**src/rtl/fifo_chk_pkg.sv**
```systemverilog
// Shared types for the hardware FIFO checker: checker states and the
// per-sample mismatch code layout.
package fifo_chk_pkg;

  typedef enum logic [1:0] {
    IDLE  = 2'd0,
    WARM  = 2'd1,
    CHECK = 2'd2,
    HALT  = 2'd3
  } chk_state_e;

  localparam int ERR_DATA      = 0;
  localparam int ERR_WR_ACK    = 1;
  localparam int ERR_OVERFLOW  = 2;
  localparam int ERR_UNDERFLOW = 3;
  localparam int ERR_FULL      = 4;
  localparam int ERR_EMPTY     = 5;
  localparam int ERR_AFULL     = 6;
  localparam int ERR_AEMPTY    = 7;

  typedef logic [7:0] err_code_t;

endpackage

```
**src/rtl/fifo_scoreboard_hw_if.sv**
```systemverilog
// Tap on the observed FIFO's ports. The FIFO side drives (master); the
// checker only listens (slave).
interface fifo_scoreboard_hw_if #(
  parameter int FIFO_WIDTH = 16
);
  logic                  mon_rst_n;
  logic                  mon_wr_en;
  logic                  mon_rd_en;
  logic [FIFO_WIDTH-1:0] mon_data_in;
  logic [FIFO_WIDTH-1:0] mon_data_out;
  logic                  mon_wr_ack;
  logic                  mon_overflow;
  logic                  mon_underflow;
  logic                  mon_full;
  logic                  mon_empty;
  logic                  mon_almostfull;
  logic                  mon_almostempty;

  modport master (
    output mon_rst_n, mon_wr_en, mon_rd_en, mon_data_in, mon_data_out,
    output mon_wr_ack, mon_overflow, mon_underflow,
    output mon_full, mon_empty, mon_almostfull, mon_almostempty
  );

  modport slave (
    input mon_rst_n, mon_wr_en, mon_rd_en, mon_data_in, mon_data_out,
    input mon_wr_ack, mon_overflow, mon_underflow,
    input mon_full, mon_empty, mon_almostfull, mon_almostempty
  );
endinterface

```
**src/rtl/fifo_chk_model.sv**
```systemverilog
// Shadow FIFO: storage, modulo-DEPTH pointers, occupancy and accept logic.
// Reads return the stored head; a same-edge write never bypasses into it.
module fifo_chk_model #(
  parameter int FIFO_WIDTH = 16,
  parameter int FIFO_DEPTH = 8,
  parameter int CW         = $clog2(FIFO_DEPTH + 1),
  parameter int PTR_W      = $clog2(FIFO_DEPTH)
) (
  input  logic                  clk,
  input  logic                  i_rst,
  input  logic                  i_clr,
  input  logic                  i_wr_en,
  input  logic                  i_rd_en,
  input  logic [FIFO_WIDTH-1:0] i_data,
  output logic [CW-1:0]         o_count,
  output logic                  o_full,
  output logic                  o_empty,
  output logic                  o_afull,
  output logic                  o_aempty,
  output logic                  o_wr_acc,
  output logic                  o_rd_acc,
  output logic [FIFO_WIDTH-1:0] o_head
);

  logic [FIFO_WIDTH-1:0] r_mem [FIFO_DEPTH];
  logic [PTR_W-1:0]      r_wptr;
  logic [PTR_W-1:0]      r_rptr;
  logic [CW-1:0]         r_count;
  logic [PTR_W-1:0]      w_wptr_nxt;
  logic [PTR_W-1:0]      w_rptr_nxt;

  assign o_count  = r_count;
  assign o_full   = (r_count == CW'(FIFO_DEPTH));
  assign o_empty  = (r_count == '0);
  assign o_afull  = (r_count == CW'(FIFO_DEPTH - 1));
  assign o_aempty = (r_count == CW'(1));
  assign o_wr_acc = i_wr_en && !o_full;
  assign o_rd_acc = i_rd_en && !o_empty;
  assign o_head   = r_mem[r_rptr];

  // Depth need not be a power of two, so wrap explicitly.
  assign w_wptr_nxt = (r_wptr == PTR_W'(FIFO_DEPTH - 1)) ? '0 : r_wptr + 1'b1;
  assign w_rptr_nxt = (r_rptr == PTR_W'(FIFO_DEPTH - 1)) ? '0 : r_rptr + 1'b1;

  always_ff @(posedge clk) begin
    if (!i_rst && !i_clr && o_wr_acc) begin
      r_mem[r_wptr] <= i_data;
    end
  end

  always_ff @(posedge clk) begin
    if (i_rst || i_clr) begin
      r_wptr  <= '0;
      r_rptr  <= '0;
      r_count <= '0;
    end else begin
      if (o_wr_acc) r_wptr <= w_wptr_nxt;
      if (o_rd_acc) r_rptr <= w_rptr_nxt;
      unique case ({o_wr_acc, o_rd_acc})
        2'b10:   r_count <= r_count + 1'b1;
        2'b01:   r_count <= r_count - 1'b1;
        default: r_count <= r_count;
      endcase
    end
  end

endmodule

```
**src/rtl/fifo_scoreboard_hw.sv**
```systemverilog
// Passive synthesizable FIFO checker: shadow model, per-edge comparison of
// every observed FIFO output, saturating pass/error counters.
//
//   state | meaning
//   IDLE  | checking disabled, shadow model held clear
//   WARM  | first enabled sample: model tracks, only flags compared
//   CHECK | full comparison, counters active
//   HALT  | stopped after a mismatch (STOP_ON_ERR=1), outputs frozen
module fifo_scoreboard_hw
  import fifo_chk_pkg::*;
#(
  parameter int FIFO_WIDTH  = 16,
  parameter int FIFO_DEPTH  = 8,
  parameter int CNT_W       = 16,
  parameter int STOP_ON_ERR = 0
) (
  input  logic                               clk,
  input  logic                               rst,
  input  logic                               chk_en,
  fifo_scoreboard_hw_if.slave                mon,
  output logic                               err_flag,
  output err_code_t                          err_code,
  output logic                               err_sticky,
  output logic [CNT_W-1:0]                   err_count,
  output logic [CNT_W-1:0]                   pass_count,
  output logic [$clog2(FIFO_DEPTH+1)-1:0]    model_count,
  output chk_state_e                         state
);

  localparam int CW = $clog2(FIFO_DEPTH + 1);

  chk_state_e            r_state, w_state_nxt;
  logic                  w_model_clr, w_cmp_flags, w_cmp_regs, w_count_en;
  logic [CW-1:0]         w_count;
  logic                  w_full, w_empty, w_afull, w_aempty;
  logic                  w_wr_acc, w_rd_acc;
  logic [FIFO_WIDTH-1:0] w_head;
  logic                  r_exp_ack, r_exp_ovf, r_exp_unf, r_exp_rd_vld;
  logic [FIFO_WIDTH-1:0] r_exp_data;
  err_code_t             w_err_raw, w_err_code;
  logic                  r_err_flag, r_err_sticky;
  err_code_t             r_err_code;
  logic [CNT_W-1:0]      r_err_count, r_pass_count;

  fifo_chk_model #(
    .FIFO_WIDTH (FIFO_WIDTH),
    .FIFO_DEPTH (FIFO_DEPTH)
  ) u_model (
    .clk      (clk),
    .i_rst    (rst),
    .i_clr    (w_model_clr),
    .i_wr_en  (mon.mon_wr_en),
    .i_rd_en  (mon.mon_rd_en),
    .i_data   (mon.mon_data_in),
    .o_count  (w_count),
    .o_full   (w_full),
    .o_empty  (w_empty),
    .o_afull  (w_afull),
    .o_aempty (w_aempty),
    .o_wr_acc (w_wr_acc),
    .o_rd_acc (w_rd_acc),
    .o_head   (w_head)
  );

  // While the observed FIFO is in reset its flags must read as an empty FIFO
  // and its registered outputs as zero, whatever was pending.
  always_comb begin
    w_err_raw                = '0;
    w_err_raw[ERR_DATA]      = mon.mon_rst_n && r_exp_rd_vld && (mon.mon_data_out != r_exp_data);
    w_err_raw[ERR_WR_ACK]    = mon.mon_wr_ack    != (mon.mon_rst_n && r_exp_ack);
    w_err_raw[ERR_OVERFLOW]  = mon.mon_overflow  != (mon.mon_rst_n && r_exp_ovf);
    w_err_raw[ERR_UNDERFLOW] = mon.mon_underflow != (mon.mon_rst_n && r_exp_unf);
    w_err_raw[ERR_FULL]      = mon.mon_full        != (mon.mon_rst_n && w_full);
    w_err_raw[ERR_EMPTY]     = mon.mon_empty       != (!mon.mon_rst_n || w_empty);
    w_err_raw[ERR_AFULL]     = mon.mon_almostfull  != (mon.mon_rst_n && w_afull);
    w_err_raw[ERR_AEMPTY]    = mon.mon_almostempty != (mon.mon_rst_n && w_aempty);
  end

  assign w_err_code = w_err_raw & {{4{w_cmp_flags}}, {4{w_cmp_regs}}};

  always_ff @(posedge clk) begin
    if (rst) r_state <= IDLE;
    else     r_state <= w_state_nxt;
  end

  always_comb begin
    w_state_nxt = r_state;
    w_model_clr = 1'b0;
    w_cmp_flags = 1'b0;
    w_cmp_regs  = 1'b0;
    w_count_en  = 1'b0;
    unique case (r_state)
      IDLE: begin
        w_model_clr = 1'b1;
        w_state_nxt = WARM;
      end
      WARM: begin
        w_cmp_flags = 1'b1;
        w_state_nxt = CHECK;
      end
      CHECK: begin
        w_cmp_flags = 1'b1;
        w_cmp_regs  = 1'b1;
        w_count_en  = 1'b1;
        if ((STOP_ON_ERR != 0) && (w_err_raw != '0)) w_state_nxt = HALT;
      end
      HALT:    w_state_nxt = HALT;
      default: w_state_nxt = IDLE;
    endcase
    if (!chk_en) begin
      w_state_nxt = IDLE;
      w_model_clr = 1'b1;
      w_cmp_flags = 1'b0;
      w_cmp_regs  = 1'b0;
      w_count_en  = 1'b0;
    end
    if (!mon.mon_rst_n) w_model_clr = 1'b1;
  end

  always_ff @(posedge clk) begin
    if (rst || w_model_clr) begin
      r_exp_ack    <= 1'b0;
      r_exp_ovf    <= 1'b0;
      r_exp_unf    <= 1'b0;
      r_exp_rd_vld <= 1'b0;
      r_exp_data   <= '0;
    end else begin
      r_exp_ack    <= w_wr_acc;
      r_exp_ovf    <= mon.mon_wr_en && w_full;
      r_exp_unf    <= mon.mon_rd_en && w_empty;
      r_exp_rd_vld <= w_rd_acc;
      if (w_rd_acc) r_exp_data <= w_head;
    end
  end

  always_ff @(posedge clk) begin
    if (rst) begin
      r_err_flag   <= 1'b0;
      r_err_code   <= '0;
      r_err_sticky <= 1'b0;
      r_err_count  <= '0;
      r_pass_count <= '0;
    end else if (!chk_en) begin
      r_err_flag   <= 1'b0;
      r_err_code   <= '0;
      r_err_sticky <= 1'b0;
    end else if (r_state == HALT) begin
      r_err_flag <= 1'b0;
    end else begin
      r_err_flag <= |w_err_code;
      r_err_code <= w_err_code;
      if (|w_err_code) r_err_sticky <= 1'b1;
      if (w_count_en) begin
        if (|w_err_code) begin
          if (r_err_count != {CNT_W{1'b1}}) r_err_count <= r_err_count + 1'b1;
        end else begin
          if (r_pass_count != {CNT_W{1'b1}}) r_pass_count <= r_pass_count + 1'b1;
        end
      end
    end
  end

  assign err_flag    = r_err_flag;
  assign err_code    = r_err_code;
  assign err_sticky  = r_err_sticky;
  assign err_count   = r_err_count;
  assign pass_count  = r_pass_count;
  assign model_count = w_count;
  assign state       = r_state;

endmodule

```
**src/flat_wrapper.sv**
```systemverilog
// flat-port wrapper written by rule: the top's interface ports become plain ports
module fifo_scoreboard_hw_flat import fifo_chk_pkg::*;
#(
  parameter int FIFO_WIDTH  = 16,
  parameter int FIFO_DEPTH  = 8,
  parameter int CNT_W       = 16,
  parameter int STOP_ON_ERR = 0
)
  (clk, rst, chk_en, err_flag, err_code, err_sticky, err_count, pass_count, model_count, state, mon_mon_rst_n, mon_mon_wr_en, mon_mon_rd_en, mon_mon_data_in, mon_mon_data_out, mon_mon_wr_ack, mon_mon_overflow, mon_mon_underflow, mon_mon_full, mon_mon_empty, mon_mon_almostfull, mon_mon_almostempty);
  fifo_scoreboard_hw_if #(.FIFO_WIDTH(FIFO_WIDTH)) mon_i ();
  input  logic clk;
  input  logic rst;
  input  logic chk_en;
  output logic err_flag;
  output err_code_t err_code;
  output logic err_sticky;
  output logic [CNT_W-1:0] err_count;
  output logic [CNT_W-1:0] pass_count;
  output logic [$clog2(FIFO_DEPTH+1)-1:0] model_count;
  output chk_state_e state;
  input wire logic [$bits(mon_i.mon_rst_n)-1:0] mon_mon_rst_n;
  input wire logic [$bits(mon_i.mon_wr_en)-1:0] mon_mon_wr_en;
  input wire logic [$bits(mon_i.mon_rd_en)-1:0] mon_mon_rd_en;
  input wire logic [$bits(mon_i.mon_data_in)-1:0] mon_mon_data_in;
  input wire logic [$bits(mon_i.mon_data_out)-1:0] mon_mon_data_out;
  input wire logic [$bits(mon_i.mon_wr_ack)-1:0] mon_mon_wr_ack;
  input wire logic [$bits(mon_i.mon_overflow)-1:0] mon_mon_overflow;
  input wire logic [$bits(mon_i.mon_underflow)-1:0] mon_mon_underflow;
  input wire logic [$bits(mon_i.mon_full)-1:0] mon_mon_full;
  input wire logic [$bits(mon_i.mon_empty)-1:0] mon_mon_empty;
  input wire logic [$bits(mon_i.mon_almostfull)-1:0] mon_mon_almostfull;
  input wire logic [$bits(mon_i.mon_almostempty)-1:0] mon_mon_almostempty;
  assign mon_i.mon_rst_n = mon_mon_rst_n;
  assign mon_i.mon_wr_en = mon_mon_wr_en;
  assign mon_i.mon_rd_en = mon_mon_rd_en;
  assign mon_i.mon_data_in = mon_mon_data_in;
  assign mon_i.mon_data_out = mon_mon_data_out;
  assign mon_i.mon_wr_ack = mon_mon_wr_ack;
  assign mon_i.mon_overflow = mon_mon_overflow;
  assign mon_i.mon_underflow = mon_mon_underflow;
  assign mon_i.mon_full = mon_mon_full;
  assign mon_i.mon_empty = mon_mon_empty;
  assign mon_i.mon_almostfull = mon_mon_almostfull;
  assign mon_i.mon_almostempty = mon_mon_almostempty;
  fifo_scoreboard_hw #(.FIFO_WIDTH(FIFO_WIDTH), .FIFO_DEPTH(FIFO_DEPTH), .CNT_W(CNT_W), .STOP_ON_ERR(STOP_ON_ERR)) u_core (.clk(clk), .rst(rst), .chk_en(chk_en), .mon(mon_i), .err_flag(err_flag), .err_code(err_code), .err_sticky(err_sticky), .err_count(err_count), .pass_count(pass_count), .model_count(model_count), .state(state));
endmodule
```
**config.mk**
```make
export PLATFORM = sky130hd
export DESIGN_NAME = fifo_scoreboard_hw_flat
export DESIGN_NICKNAME = d
export VERILOG_FILES = /design/src/rtl/fifo_chk_pkg.sv /design/src/rtl/fifo_scoreboard_hw_if.sv /design/src/rtl/fifo_chk_model.sv /design/src/rtl/fifo_scoreboard_hw.sv /design/src/flat_wrapper.sv
export SDC_FILE = /design/constraint.sdc
export NUM_CORES = 1
export LEC_CHECK = 0
export CAP_MARGIN = 10
export CORE_MARGIN = 1.5
export CORE_UTILIZATION = 28
export CTS_BUF_LIST = sky130_fd_sc_hd__clkbuf_8
export DETAILED_ROUTE_END_ITERATION = 10
export HOLD_SLACK_MARGIN = 0.08
export PLACE_DENSITY = 0.47
export SYNTH_ARGS = -nofsm -noshare
export SYNTH_HDL_FRONTEND = slang
export SYNTH_SLANG_ARGS = --single-unit
```
**constraint.sdc**
```tcl
create_clock -name clk -period 4.4 [get_ports clk]
set_input_delay 0.66 -clock clk [delete_from_list [all_inputs] [get_ports clk]]
set_output_delay 0.66 -clock clk [all_outputs]
set_load 0.02 [all_outputs]
```
==> out/metrics.cfg <==
[global_routing]
grt_max_degree=41
grt_pass1_wl_um=32400
grt_remaining_overflow=0
antenna_found_initial=2
grt_pass1_vias=5840
grt.total_usage_pct=13.6

[timing]
fmax_ghz=0.309
holdWs_ns=0.456
worstMarginPinSlew_ns=0.927
drv_slew=0
setup_viol=0
hold_viol_final=0
finalSetupTns_ns=0
clock_skew_ns=0.0358
rsz0062_at_grt=false
min_period_over_period_pct=73.5
period_needed_ns=3.24
slew_headroom_pct=38.2

[logic_synthesis]
synth_top_area_cell=edfxtp_1
synth.area.top_cells=edfxtp_1, dfxtp_1, mux4_2, nor2_1, mux2i_1
syn_nets=689
synth_top_area_share_pct=45.2
synth_ff_type=edfxtp_1
syn_inst=629
netlist_area_um2=8510
ys_seq_elements=202
synth_cell_types=49
synth_edf_count=128
yosysWarnings=0
synth.avg_cell_area_um2=13.5
async_flop_share_pct=0
yosysSeqAreaShare_pct=62.6

[placement]
place.gp.congestion=0.741
place.port_buffers=92
dp_hpwl_um=13200

[worst_setup_path]
cp.required_ns=4.79
crit_type=primary input to register
crit_fanout=15
endpoint_kind=register
cp_data_arrival_time_ns=3.63
cp-start-kind=primary input

[routing]
drc=0
wl_um=20800
vias=5550
drt-initial-drc-count=254
postRouteAntennaNets=0
avgRoutedWirePerCell_um=17.9
via_per_inst=4.78
firstDrtPassIters=4

[layout]
drive_above_1_share_pct=15.2
syn_to_final_growth_pct=24.9
final_net_count=804

[power]
ir_drop_mv=0.205
leakage_uw=0.00344
pwr-share-comb_pct=3.4
clkPwrFrac_pct=44.5
power.density_nw_per_um2=365
intPower_uw=3020
swShare_pct=22.2
sequentialPowerShare_pct=52.1
p_sw_uw=863

[clocking]
root_buffer=clkbuf_8
postCtsSetupBuffers=0
clkLatencyLatePin_ns=0.54
ctsHoldBuffers=0
clk_pin_slew_ns=0.05
clock_path_buffers=3
ctsResizeCount=0
cts_tree=done
htreeDepth=2
cts_buffers=38
numClockSinks=202

[die]
die_h_um=177
dieArea_um2=31400
ios=93
initial_core_util_pct=28.6
design.core.area_um2=29800
die_w_um=177
placementRows=63

[hold_path]
hold_path_class=register to register

[status]
outcome=finished clean

[run]
max_cap_violations=0

layout by cell type (no fill, tap or decap), types with 3 or more instances in the layout:
cell type          n
nor2b_1            7
o31ai_1            9
mux2i_1           21
xnor2_1            4
edfxtp_1         128
o21ai_1            3
nor2_1            62
clkinv_1           8
ha_1              15
nor3_2             3
nor3b_1            3
clkbuf_8          42
buf_4             17
nand3_1           15
or3_1             13
a21oi_1           33
o21ai_0           11
nor4_1             7
xor2_1            24
a22oi_1            4
mux4_2            32
a211oi_1          18
nand4_1            7
and3_1            10
dfxtp_1           72
nand2b_1           6
or4_1             10
clkdlybuf4s50_1   92
nor3_1             8
mux2_2             7
inv_1             20
nand2_1           34
path summary, 6_finish.rpt:
kind                         from                   end  slack, ns  cells past startpoint
max           mon_mon_data_out[7]  u_core.err_count[11]       1.16                      8
min             u_core.err_sticky     u_core.err_sticky       0.46                      2
max reg2reg  u_core.r_exp_data[2]  u_core.err_count[11]       1.39                      7
min reg2reg     u_core.err_sticky     u_core.err_sticky       0.46                      2
cell type report:
class                           instances  area (µm²)
Tap cell                              390         488
Fill cell                            2917       19200
Antenna cell                            1        2.50
Clock buffer                           42         578
Clock inverter                         25         146
Inverter                                9        33.8
Timing Repair Buffer                  109        1050
Multi-Input combinational cell        384        3010
Sequential cell                       202        5330
cells in the mapped netlist, types with 2 or more instances:
cell and n:
inv_1 8, nand2_1 34, nor3b_1 3, mux4_2 32
and3_1 10, nand3_1 15, a22oi_1 4, nor2b_1 7
nor2_1 62, o31ai_1 9, nand4_1 7, clkbuf_1 22
o21ai_1 2, edfxtp_1 128, nor4b_1 2, mux2i_1 21
mux2_2 7, nor4_1 7, dfxtp_1 74, o21ai_0 12
or4_1 10, xnor2_1 4, nand4b_1 2, xor2_1 24
nand2b_1 6, a21oi_1 33, buf_1 3, or2_2 2
buf_6 2, buf_2 6, a211oi_1 18, ha_1 15
nor3_1 10, or3_1 13
registers in the layout (all words and copies together) (netlist names), 2 cells and up:
name and flops:
u_core.r_exp_data 16, u_core.u_model.o_count 4, u_core.u_model.r_wptr 3, u_core.pass_count 16, u_core.u_model.r_rptr 3, u_core.state 2, u_core.err_count 16, u_core.err_code 8
u_core.u_model.r_mem 128
per-layer routing:
| layer | up-vias | share of wire (%) | GRT usage, % |
|---|---|---|---|
| li1 | 2623 | - | - |
| met1 | 2707 | 43 | 16.7 |
| met2 | 168 | 48 | 23.2 |
| met3 | 50 | 6.3 | 3.53 |
| met4 | 2 | 2.4 | 4.34 |
| met5 | - | 0.048 | 0 |
power groups by stage:
| stage | Clock (µW) | Sequential [µW] | Combinational (µW) |
|---|---|---|---|
| final | 1730 | 2020 | 131 |
| after floorplan | 0 | 2060 | 49.6 |
| after detailed placement | 0 | 2060 | 132 |
| after global placement | 0 | 2060 | 128 |
| after CTS | 1800 | 2020 | 133 |
| after global routing | 1890 | 2020 | 145 |
kinds of logic after synthesis:
kind of cell | share of synthesized area [%]
muxes | 11.9
buffers and inverters | 2.21
and+or+nand+nor | 11.8
AOI/OAI and AO/OA | 6.49
adders and majority gates | 2.21
DFF | 62.6
xor gates and xnor gates | 2.88
worst max-delay path, stage by stage:
cell	delay [ns]
clkdlybuf4s50_1	0.46
xor2_1	0.21
nor4_1	0.46
nand4_1	0.34
a31oi_1	0.45
and3_1	0.58
nor4_1	0.16
mux2_2	0.30
per-stage QoR:
stage | power (µW) | utilization, % | worst slack (ns) | cells | cell area (µm²)
floorplan | 2110 | - | 1.17 | 629 | 8510
global placement | 2190 | 33.2 | 0.794 | 1093 | 9900
detailed placement | 2190 | 33.2 | 0.746 | 1093 | 9900
CTS | 3950 | 35.6 | 1.30 | 1160 | 10600
global route | 4050 | 35.7 | 1.09 | 1161 | 10600
finish | 3880 | 35.7 | 1.16 | 1162 | 10600
Power figures use the tool's default switching activity.
